[config.mk]
export PLATFORM = sky130hd
export DESIGN_NAME = ifetch
export DESIGN_NICKNAME = d
export VERILOG_FILES = /design/src/rtl/ifetch.sv
export SDC_FILE = /design/constraint.sdc
export NUM_CORES = 2
export LEC_CHECK = 0
export CELL_PAD_IN_SITES_DETAIL_PLACEMENT = 0
export CELL_PAD_IN_SITES_GLOBAL_PLACEMENT = 2
export CORE_ASPECT_RATIO = 1.25
export CORE_MARGIN = 2
export CORE_UTILIZATION = 45
export DETAILED_ROUTE_END_ITERATION = 12
export PLACE_DENSITY_LB_ADDON = 0.2
export SYNTH_ARGS = -nofsm -noshare
export SYNTH_HDL_FRONTEND = slang
export SYNTH_SLANG_ARGS = --single-unit
[constraint.sdc]
create_clock -name clk -period 15.6 [get_ports clk]
set_clock_uncertainty 0.05 [all_clocks]
set_input_delay 3.12 -clock clk [delete_from_list [all_inputs] [get_ports clk]]
set_output_delay 3.12 -clock clk [all_outputs]
set_load 0.01 [all_outputs]
[src/rtl/ifetch.sv]
// ifetch: instruction fetch stage with a direct-mapped instruction cache.
//
// Holds the architectural fetch PC and looks it up in a 2^IDX_W-line cache
// of 16-byte lines. A hit presents one instruction per cycle to the decoder;
// a miss requests one line fill from the memory controller and waits for it.
// The ROB may redirect the PC at any time with rollback.
//
// Optional feature: define IFETCH_PREDICT_EN to enable static prediction
// (JAL and backward conditional branches predicted taken). Without it the
// next PC is always pc+4 and inst_pre_j stays 0.
//
// Ports:
//   clk          clock, all state updates on the rising edge
//   rst          synchronous active-low reset
//   rdy          global enable, every register holds when 0
//   stall        downstream full, no instruction may be issued
//   rollback     ROB redirect request
//   rollback_pc  redirect target
//   inst_done    registered, inst/inst_pc/inst_pre_j are valid this cycle
//   inst         fetched instruction word
//   inst_pc      address of inst
//   inst_pre_j   instruction was predicted taken
//   mc_en        line-fill request to the memory controller
//   mc_addr      line address of the request, [3:0] always 0
//   mc_done      one-cycle pulse, mc_data is valid
//   mc_data      line data, word k at [32k+31:32k]
module ifetch #(
  parameter int unsigned IDX_W = 4
) (
  input  logic         clk,
  input  logic         rst,
  input  logic         rdy,
  input  logic         stall,
  input  logic         rollback,
  input  logic [31:0]  rollback_pc,
  output logic         inst_done,
  output logic [31:0]  inst,
  output logic [31:0]  inst_pc,
  output logic         inst_pre_j,
  output logic         mc_en,
  output logic [31:0]  mc_addr,
  input  logic         mc_done,
  input  logic [127:0] mc_data
);

  localparam int unsigned Lines = 1 << IDX_W;
  localparam int unsigned TagW  = 28 - IDX_W;

  typedef enum logic [0:0] {StIdle, StWait} state_e;

  state_e      state_q, state_d;
  logic [31:0] pc_q, pc_d;

  logic        inst_done_d;
  logic [31:0] inst_d;
  logic [31:0] inst_pc_d;
  logic        inst_pre_j_d;
  logic        mc_en_d;
  logic [31:0] mc_addr_d;

  // Cache storage. Only the valid bits are reset; tags and data are
  // meaningless until the matching valid bit is set by a fill.
  logic [Lines-1:0] valid_q;
  logic [TagW-1:0]  tag_q  [Lines];
  logic [127:0]     data_q [Lines];

  // Lookup of the current fetch PC.
  logic [IDX_W-1:0] lk_idx;
  logic [TagW-1:0]  lk_tag;
  logic [1:0]       lk_off;
  logic [127:0]     lk_line;
  logic [31:0]      hit_word;
  logic             hit;

  assign lk_idx   = pc_q[IDX_W+3:4];
  assign lk_tag   = pc_q[31:IDX_W+4];
  assign lk_off   = pc_q[3:2];
  assign lk_line  = data_q[lk_idx];
  assign hit_word = lk_line[{lk_off, 5'b0} +: 32];
  assign hit      = valid_q[lk_idx] && (tag_q[lk_idx] == lk_tag);

  // The fill always targets the line named by the outstanding request, even
  // if the PC was redirected while waiting.
  logic [IDX_W-1:0] fill_idx;
  logic [TagW-1:0]  fill_tag;
  logic             fill_we;

  assign fill_idx = mc_addr[IDX_W+3:4];
  assign fill_tag = mc_addr[31:IDX_W+4];

  // Next PC after a hit.
  logic        pred_taken;
  logic [31:0] pred_npc;

`ifdef IFETCH_PREDICT_EN
  logic [31:0] j_imm;
  logic [31:0] b_imm;

  assign j_imm = {{12{hit_word[31]}}, hit_word[19:12], hit_word[20], hit_word[30:21], 1'b0};
  assign b_imm = {{20{hit_word[31]}}, hit_word[7], hit_word[30:25], hit_word[11:8], 1'b0};

  always_comb begin
    pred_taken = 1'b0;
    pred_npc   = pc_q + 32'd4;
    if (hit_word[6:0] == 7'b1101111) begin
      pred_taken = 1'b1;
      pred_npc   = pc_q + j_imm;
    end else if (hit_word[6:0] == 7'b1100011 && hit_word[31]) begin
      // Backward conditional branch: assume a loop and predict taken.
      pred_taken = 1'b1;
      pred_npc   = pc_q + b_imm;
    end
  end
`else
  assign pred_taken = 1'b0;
  assign pred_npc   = pc_q + 32'd4;
`endif

  always_comb begin
    state_d      = state_q;
    pc_d         = pc_q;
    inst_done_d  = 1'b0;
    inst_d       = inst;
    inst_pc_d    = inst_pc;
    inst_pre_j_d = inst_pre_j;
    mc_en_d      = mc_en;
    mc_addr_d    = mc_addr;
    fill_we      = 1'b0;

    unique case (state_q)
      StIdle: begin
        if (rollback) begin
          pc_d = rollback_pc;
        end else if (stall) begin
          pc_d = pc_q;
        end else if (hit) begin
          inst_done_d  = 1'b1;
          inst_d       = hit_word;
          inst_pc_d    = pc_q;
          inst_pre_j_d = pred_taken;
          pc_d         = pred_npc;
        end else begin
          mc_en_d   = 1'b1;
          mc_addr_d = {pc_q[31:4], 4'b0};
          state_d   = StWait;
        end
      end
      StWait: begin
        if (mc_done) begin
          fill_we = 1'b1;
          mc_en_d = 1'b0;
          state_d = StIdle;
        end
        // No abort path to memory: the fill still lands, only the PC moves.
        if (rollback) begin
          pc_d = rollback_pc;
        end
      end
      default: state_d = StIdle;
    endcase
  end

  always_ff @(posedge clk) begin
    if (!rst) begin
      state_q    <= StIdle;
      pc_q       <= 32'd0;
      inst_done  <= 1'b0;
      inst       <= 32'd0;
      inst_pc    <= 32'd0;
      inst_pre_j <= 1'b0;
      mc_en      <= 1'b0;
      mc_addr    <= 32'd0;
      valid_q    <= '0;
    end else if (rdy) begin
      state_q    <= state_d;
      pc_q       <= pc_d;
      inst_done  <= inst_done_d;
      inst       <= inst_d;
      inst_pc    <= inst_pc_d;
      inst_pre_j <= inst_pre_j_d;
      mc_en      <= mc_en_d;
      mc_addr    <= mc_addr_d;
      if (fill_we) begin
        valid_q[fill_idx] <= 1'b1;
      end
    end
  end

  always_ff @(posedge clk) begin
    if (rst && rdy && fill_we) begin
      tag_q[fill_idx]  <= fill_tag;
      data_q[fill_idx] <= mc_data;
    end
  end

endmodule

# --- Word level (Yosys, flattened, before mapping) ---
# Memories as Yosys holds them, arrays and structs flattened. A register that Yosys moved wholly into a read port is not among the register bits.
# Index checks and enable logic that the tools add are counted.
# Widths: inputs -> output; s select.
totals:
  ramBits: 2432
  memories: 2
  regBits: 143
  output_inout_bits: 99
  wordCells: 68
  input_bits: 166
classes:
  eq_ne: 8
  shift: 1
  order_cmp: 3
  bitwise: 5
  mux: 31
  n_reduce_logical: 9
  add_sub_neg: 1
mem_list:
  columns: ["memory", "depth", "width", "read_ports", "rd_ports_with_merged_regs", "wr", "line", "source"]
  rows:
  - ["data_q", 16, 128, 1, 1, 1, "65", "logic [127:0] data_q [Lines];"]
  - ["tag_q", 16, 24, 1, 1, 1, "64", "logic [TagW-1:0] tag_q [Lines];"]
ops:
  columns: ["cell", "count"]
  rows:
  - ["$mux 32", 4]
  - ["$shiftx 128x8->32", 1]
  - ["$pmux 32 s2", 1]
  - ["$add 32x3->32 const B", 1]
  - ["$eq 24x24->1", 1]
  - ["$mux 1", 18]
  - ["$mux 4", 4]
  - ["$or 16x16->16", 1]
  - ["$reduce_and 5->1", 3]
  - ["$lt 4x5->1 const B", 2]
  - ["$ne 2x2->1 const B", 5]
  - ["$ne 3x3->1 const B", 2]
  - ["$bmux 1 s4", 1]
  - ["$demux 1 s4", 1]
  - ["$ge 4x1->1 const B", 1]
  - ["$logic_and 1x1->1", 4]
  - ["$not 1->1", 4]
  - ["$pmux 1 s2", 2]
  - ["$reduce_and 4->1", 1]
  - ["$reduce_and 2->1", 1]

# --- Logic depth before layout (Yosys ltp) ---
logic_depth:
  depth_word: 9
  depth_mapped: 17
  depth_no_buf: 11

# --- Worst setup path after synthesis ---
# OpenSTA, ideal clock, no wires.
synth_path:
  path_kind: "input-to-reg"
  startpoint: "input mc_done"
  endpoint: "memory data_q[0][0] (enable)"
  arrival_time_ps: 13922
  t_required_ps: 14698
  cell_stages: 3
  slack_ps: 776
  setup_ps: 852
  path_buffers: 0
  cell_sequence: "nand4_1 > or3_1 > nor3_1"
synth_via:
  elab_chain_cells: 5
synth_rtl:
  columns: ["item", "line", "source"]
  rows:
  - ["from (decl)", "42", "input logic mc_done,"]
  - ["$mux 1", "149", "if (mc_done) begin"]
  - ["$mux 1", "130", "unique case (state_q)"]
  - ["$logic_and 1x1->1", "190", "if (rst && rdy && fill_we) begin"]
  - ["$mux 1", "190", null]
  - ["$mux 1 (not written as such)", "192", "data_q[fill_idx] <= mc_data;"]
  - ["to (decl)", "65", null]
# No other way between the ends.

==> flow_metrics.env <==
export IMPL_gpl_final_weighted_congestion=0.779
export IMPL_cts_setup_buffers=0
export IMPL_grt_max_degree=118
export IMPL_filler_cell_count=17000
export IMPL_cellLeakagePower_nw=34.7
export IMPL_vias=46200
export IMPL_cts_made_buffers=247
export IMPL_detailed_place_hpwl_um=134000
export IMPL_setup_worst_path_class="flip-flop to flip-flop"
export IMPL_setup_viol_count_final=0
export IMPL_row_count=192
export IMPL_first_global_vias=47500
export IMPL_drt_iter0_drc=4135
export IMPL_route_detailed_wl_per_inst_um=31.3
export IMPL_synth_ff_latch_count=2579
export IMPL_clk_pin_slew_worst_paths_ns=0.06
export IMPL_p_int_w=0.0112
export IMPL_nets=4862
export IMPL_synthesis_to_finish_area_growth_pct=14.1
export IMPL_worst_path_max_fanout=99
export IMPL_cts_root_buffer_cell="sky130_fd_sc_hd__clkbuf_16"
export IMPL_transition_at_the_pin_with_the_smallest_max_transition_slack_ns=1.18
export IMPL_critical_path_endpoint_type="flip-flop"
export IMPL_r2r_cells=13
export IMPL_power_share_switching=0.209
export IMPL_synth_yosys_seq_area_share=0.768
export IMPL_worst_setup_path_start_kind="flip-flop"
export IMPL_power_clock_fraction=0.412
export IMPL_detailedRoute_firstPassIterationCount=5
export IMPL_grtUsageMet1=0.313
export IMPL_critical_path_slowest_cell="sky130_fd_sc_hd__buf_4"
export IMPL_timing_slew_headroom=0.212
export IMPL_postRouteAntennaNets=0
export IMPL_power_density_nw_per_um2=126
export IMPL_fmax_ghz=0.149
export IMPL_grt_first_pass_wirelength_um=352000
export IMPL_status="completed"
export IMPL_tns_ns=0
export IMPL_yosys_cell_types_count=77
export IMPL_critical_path_arrival_ns=7.37
export IMPL_cts_hold_buf=0
export IMPL_htree_levels=4
export IMPL_synthesis_yosys_warnings=0
export IMPL_grtUsageTotal=0.218
export IMPL_placeableCoreArea_um2=219000
export IMPL_path_cells="buf_12 -> buf_4 -> buf_4 -> mux4_2 -> xor2_1 -> o211a_1 -> a2111o_1 -> nor4_1 -> nand4_1 -> nor4_4 -> buf_4 -> mux2i_1 -> nor2_1"
export IMPL_path_buf_inv=4
export IMPL_maxCapViolations=0
export IMPL_postRouteWirelength_um=245000
export IMPL_die_w_um=423
export IMPL_die_area_um2=224000
export IMPL_synthArstFlopShare=0
export IMPL_dpl_cell_area_um2=105000
export IMPL_finalNonFillerCells=7811
export IMPL_cts_tree="built"
export IMPL_ir_worst_vdd_uv=105
export IMPL_syn_avg_cell_area_um2=22.8
export IMPL_timing_final_hold_violations=0
export IMPL_cts_resized=0
export IMPL_layout_min_cycle_time_ns=6.71
export IMPL_buffer_ports_inserted=259
export IMPL_path_delay_family="buffers and inverters"
export IMPL_drc=0
export IMPL_switchingPower_w=0.00297
export IMPL_critical_path_most_common_cell="sky130_fd_sc_hd__buf_4"
export IMPL_maxSlewViolCount=0
export IMPL_seq_power_share=0.535
export IMPL_number_of_antenna_violations_at_the_first_check_in_global_routing=41
export IMPL_finalInstanceArea_um2=113000
export IMPL_layout_drive_gt1_share=0.252
export IMPL_worstSkewPairLatency_ns=0.89
export IMPL_syn_cell_area_um2=99000
export IMPL_worst_path_largest_cell_delay_ns=0.82
export IMPL_place_detailed_instances=7356
export IMPL_worst_path_stages=13
export IMPL_comb_power_share=0.053
export IMPL_initial_utilization=0.452
export IMPL_num_io_pins=265
export IMPL_post_route_period_util=0.430
export IMPL_cts_sink_count=2579
export IMPL_rsz0062_at_grt="false"
export IMPL_dieHeight_um=528
export IMPL_synth_flop_cell="sky130_fd_sc_hd__edfxtp_1"
export IMPL_global_route_overflow_total=0
export IMPL_path_class_of_the_lowest_slack_min_delay_path="flip-flop to flip-flop"
export IMPL_grt_use_met3=0.0331
export IMPL_clock_path_buffers=4
export IMPL_gr_usage_met2=0.360
export IMPL_postSynthCellCount=4346
export IMPL_detail_route_vias_per_cell=5.91
export IMPL_synth_edf_count=2432
export IMPL_holdPathStages=1
export IMPL_grt_most_used_layer="met2"
export IMPL_cp_required_ns=16.26
-- sequential cells by signal (all words and copies together) (netlist names), named ones only --
name / cells
tag_q: 384
valid_q: 16
inst_pc: 32
pc_q: 32
mc_addr: 28
data_q: 2048
inst_done: 1
state_q: 1
inst: 32
mc_en: 1
-- synth_stat cells (all sizes together), types with 9 or more instances --
library cell,n,share of area
edfxtp,2432,0.74
mux4,740,0.17
mux2i,154,0.016
dfxtp,147,0.030
clkbuf,134,0.0051
buf,126,0.0069
nor2,105,0.0040
nand2,85,0.0032
nand3,60,0.0030
o21ai,50,0.0025
a21oi,30,0.0015
mux2,21,0.0024
o31ai,19,0.0015
a21o,18,0.0014
a22oi,18,0.0014
nor3,18,0.00091
xnor2,14,0.0012
inv,11,0.00042
nand2b,11,0.00070
a211oi,10,0.00076
nor2b,10,0.00063
xor2,9,0.00080
-- worst paths after layout --
path	start	to	slack [ns]
hold / removal	valid_q[14]	valid_q[14]	0.40
hold reg to reg	valid_q[14]	valid_q[14]	0.40
setup reg to reg	flip-flop	inst[9]	8.89
setup / recovery	flip-flop	inst[9]	8.89
-- area by class of cell --
cell class	count	area [um2]	area share
Inverter	14	62.6	0.000554
Clock buffer	303	6470	0.0573
Tap cell	2910	3640	0.0323
Multi-Input combinational cell	1497	21900	0.194
Timing Repair Buffer	356	3480	0.0308
Clock inverter	146	1350	0.0120
Sequential cell	2579	76000	0.673
Antenna cell	6	15.0	0.000133
-- per-stage QoR --
| stage | hold slack [ns] | worst slack (ns) | power (W) | util |
|---|---|---|---|---|
| 2_1_floorplan | 0.369 | 0.776 | 0.00818 | - |
| 3_3_place_gp | 0.378 | 8.05 | 0.00850 | 0.480 |
| 3_5_place_dp | 0.383 | 7.97 | 0.00851 | 0.480 |
| 4_1_cts | 0.399 | 8.74 | 0.0143 | 0.516 |
| 5_1_grt | 0.421 | 8.32 | 0.0146 | 0.516 |
| 6_report | 0.396 | 8.89 | 0.0142 | 0.516 |
-- layout by cell type (no fill, tap or decap), types with 11 or more instances in the layout --
| cell | n |
|---|---|
| sky130_fd_sc_hd__edfxtp_1 | 2432 |
| sky130_fd_sc_hd__clkinvlp_4 | 21 |
| sky130_fd_sc_hd__clkinv_2 | 35 |
| sky130_fd_sc_hd__clkbuf_16 | 249 |
| sky130_fd_sc_hd__mux2i_1 | 154 |
| sky130_fd_sc_hd__buf_12 | 13 |
| sky130_fd_sc_hd__clkdlybuf4s50_1 | 258 |
| sky130_fd_sc_hd__nor2_4 | 13 |
| sky130_fd_sc_hd__nor3_1 | 14 |
| sky130_fd_sc_hd__nand2b_1 | 11 |
| sky130_fd_sc_hd__xnor2_1 | 14 |
| sky130_fd_sc_hd__o31ai_1 | 18 |
| sky130_fd_sc_hd__o21ai_0 | 45 |
| sky130_fd_sc_hd__dfxtp_1 | 141 |
| sky130_fd_sc_hd__nand2_1 | 85 |
| sky130_fd_sc_hd__mux4_2 | 740 |
| sky130_fd_sc_hd__clkinv_1 | 61 |
| sky130_fd_sc_hd__a21oi_1 | 30 |
| sky130_fd_sc_hd__a21o_1 | 18 |
| sky130_fd_sc_hd__buf_4 | 84 |
| sky130_fd_sc_hd__a22oi_1 | 18 |
| sky130_fd_sc_hd__nor2_1 | 92 |
| sky130_fd_sc_hd__clkbuf_1 | 50 |
| sky130_fd_sc_hd__nand3_1 | 60 |
| sky130_fd_sc_hd__bufinv_16 | 24 |
| sky130_fd_sc_hd__mux2_2 | 19 |
-- kinds of logic after synthesis --
family / after synthesis / share of synthesized area
AO/OA/AOI/OAI: 207 / 0.0143
XOR/XNOR: 23 / 0.00204
adder cells (fa/ha/maj): 1 / 0.000126
buffers and inverters: 274 / 0.0126
flip-flops: 2579 / 0.768
multiplexers: 915 / 0.186
other: 1 / 0.0000379
AND/OR/NAND/NOR: 346 / 0.0168
-- routing by layer --
metal,part of all wire,up-vias
met5,0.00067,-
met4,0.017,26
met3,0.054,329
met2,0.49,1340
met1,0.44,25300
li1,-,19100
-- power groups by stage --
| stage | clock, W | combinational [W] | sequential (W) |
|---|---|---|---|
| final | 0.00586 | 0.000751 | 0.00759 |
| after global routing | 0.00623 | 0.000801 | 0.00759 |
| after CTS | 0.00598 | 0.000767 | 0.00759 |
| after detailed placement | 0 | 0.000765 | 0.00774 |
| after global placement | 0 | 0.000758 | 0.00774 |
| after floorplan | 0 | 0.000469 | 0.00771 |
No activity file was read; power rests on OpenSTA's default activity.
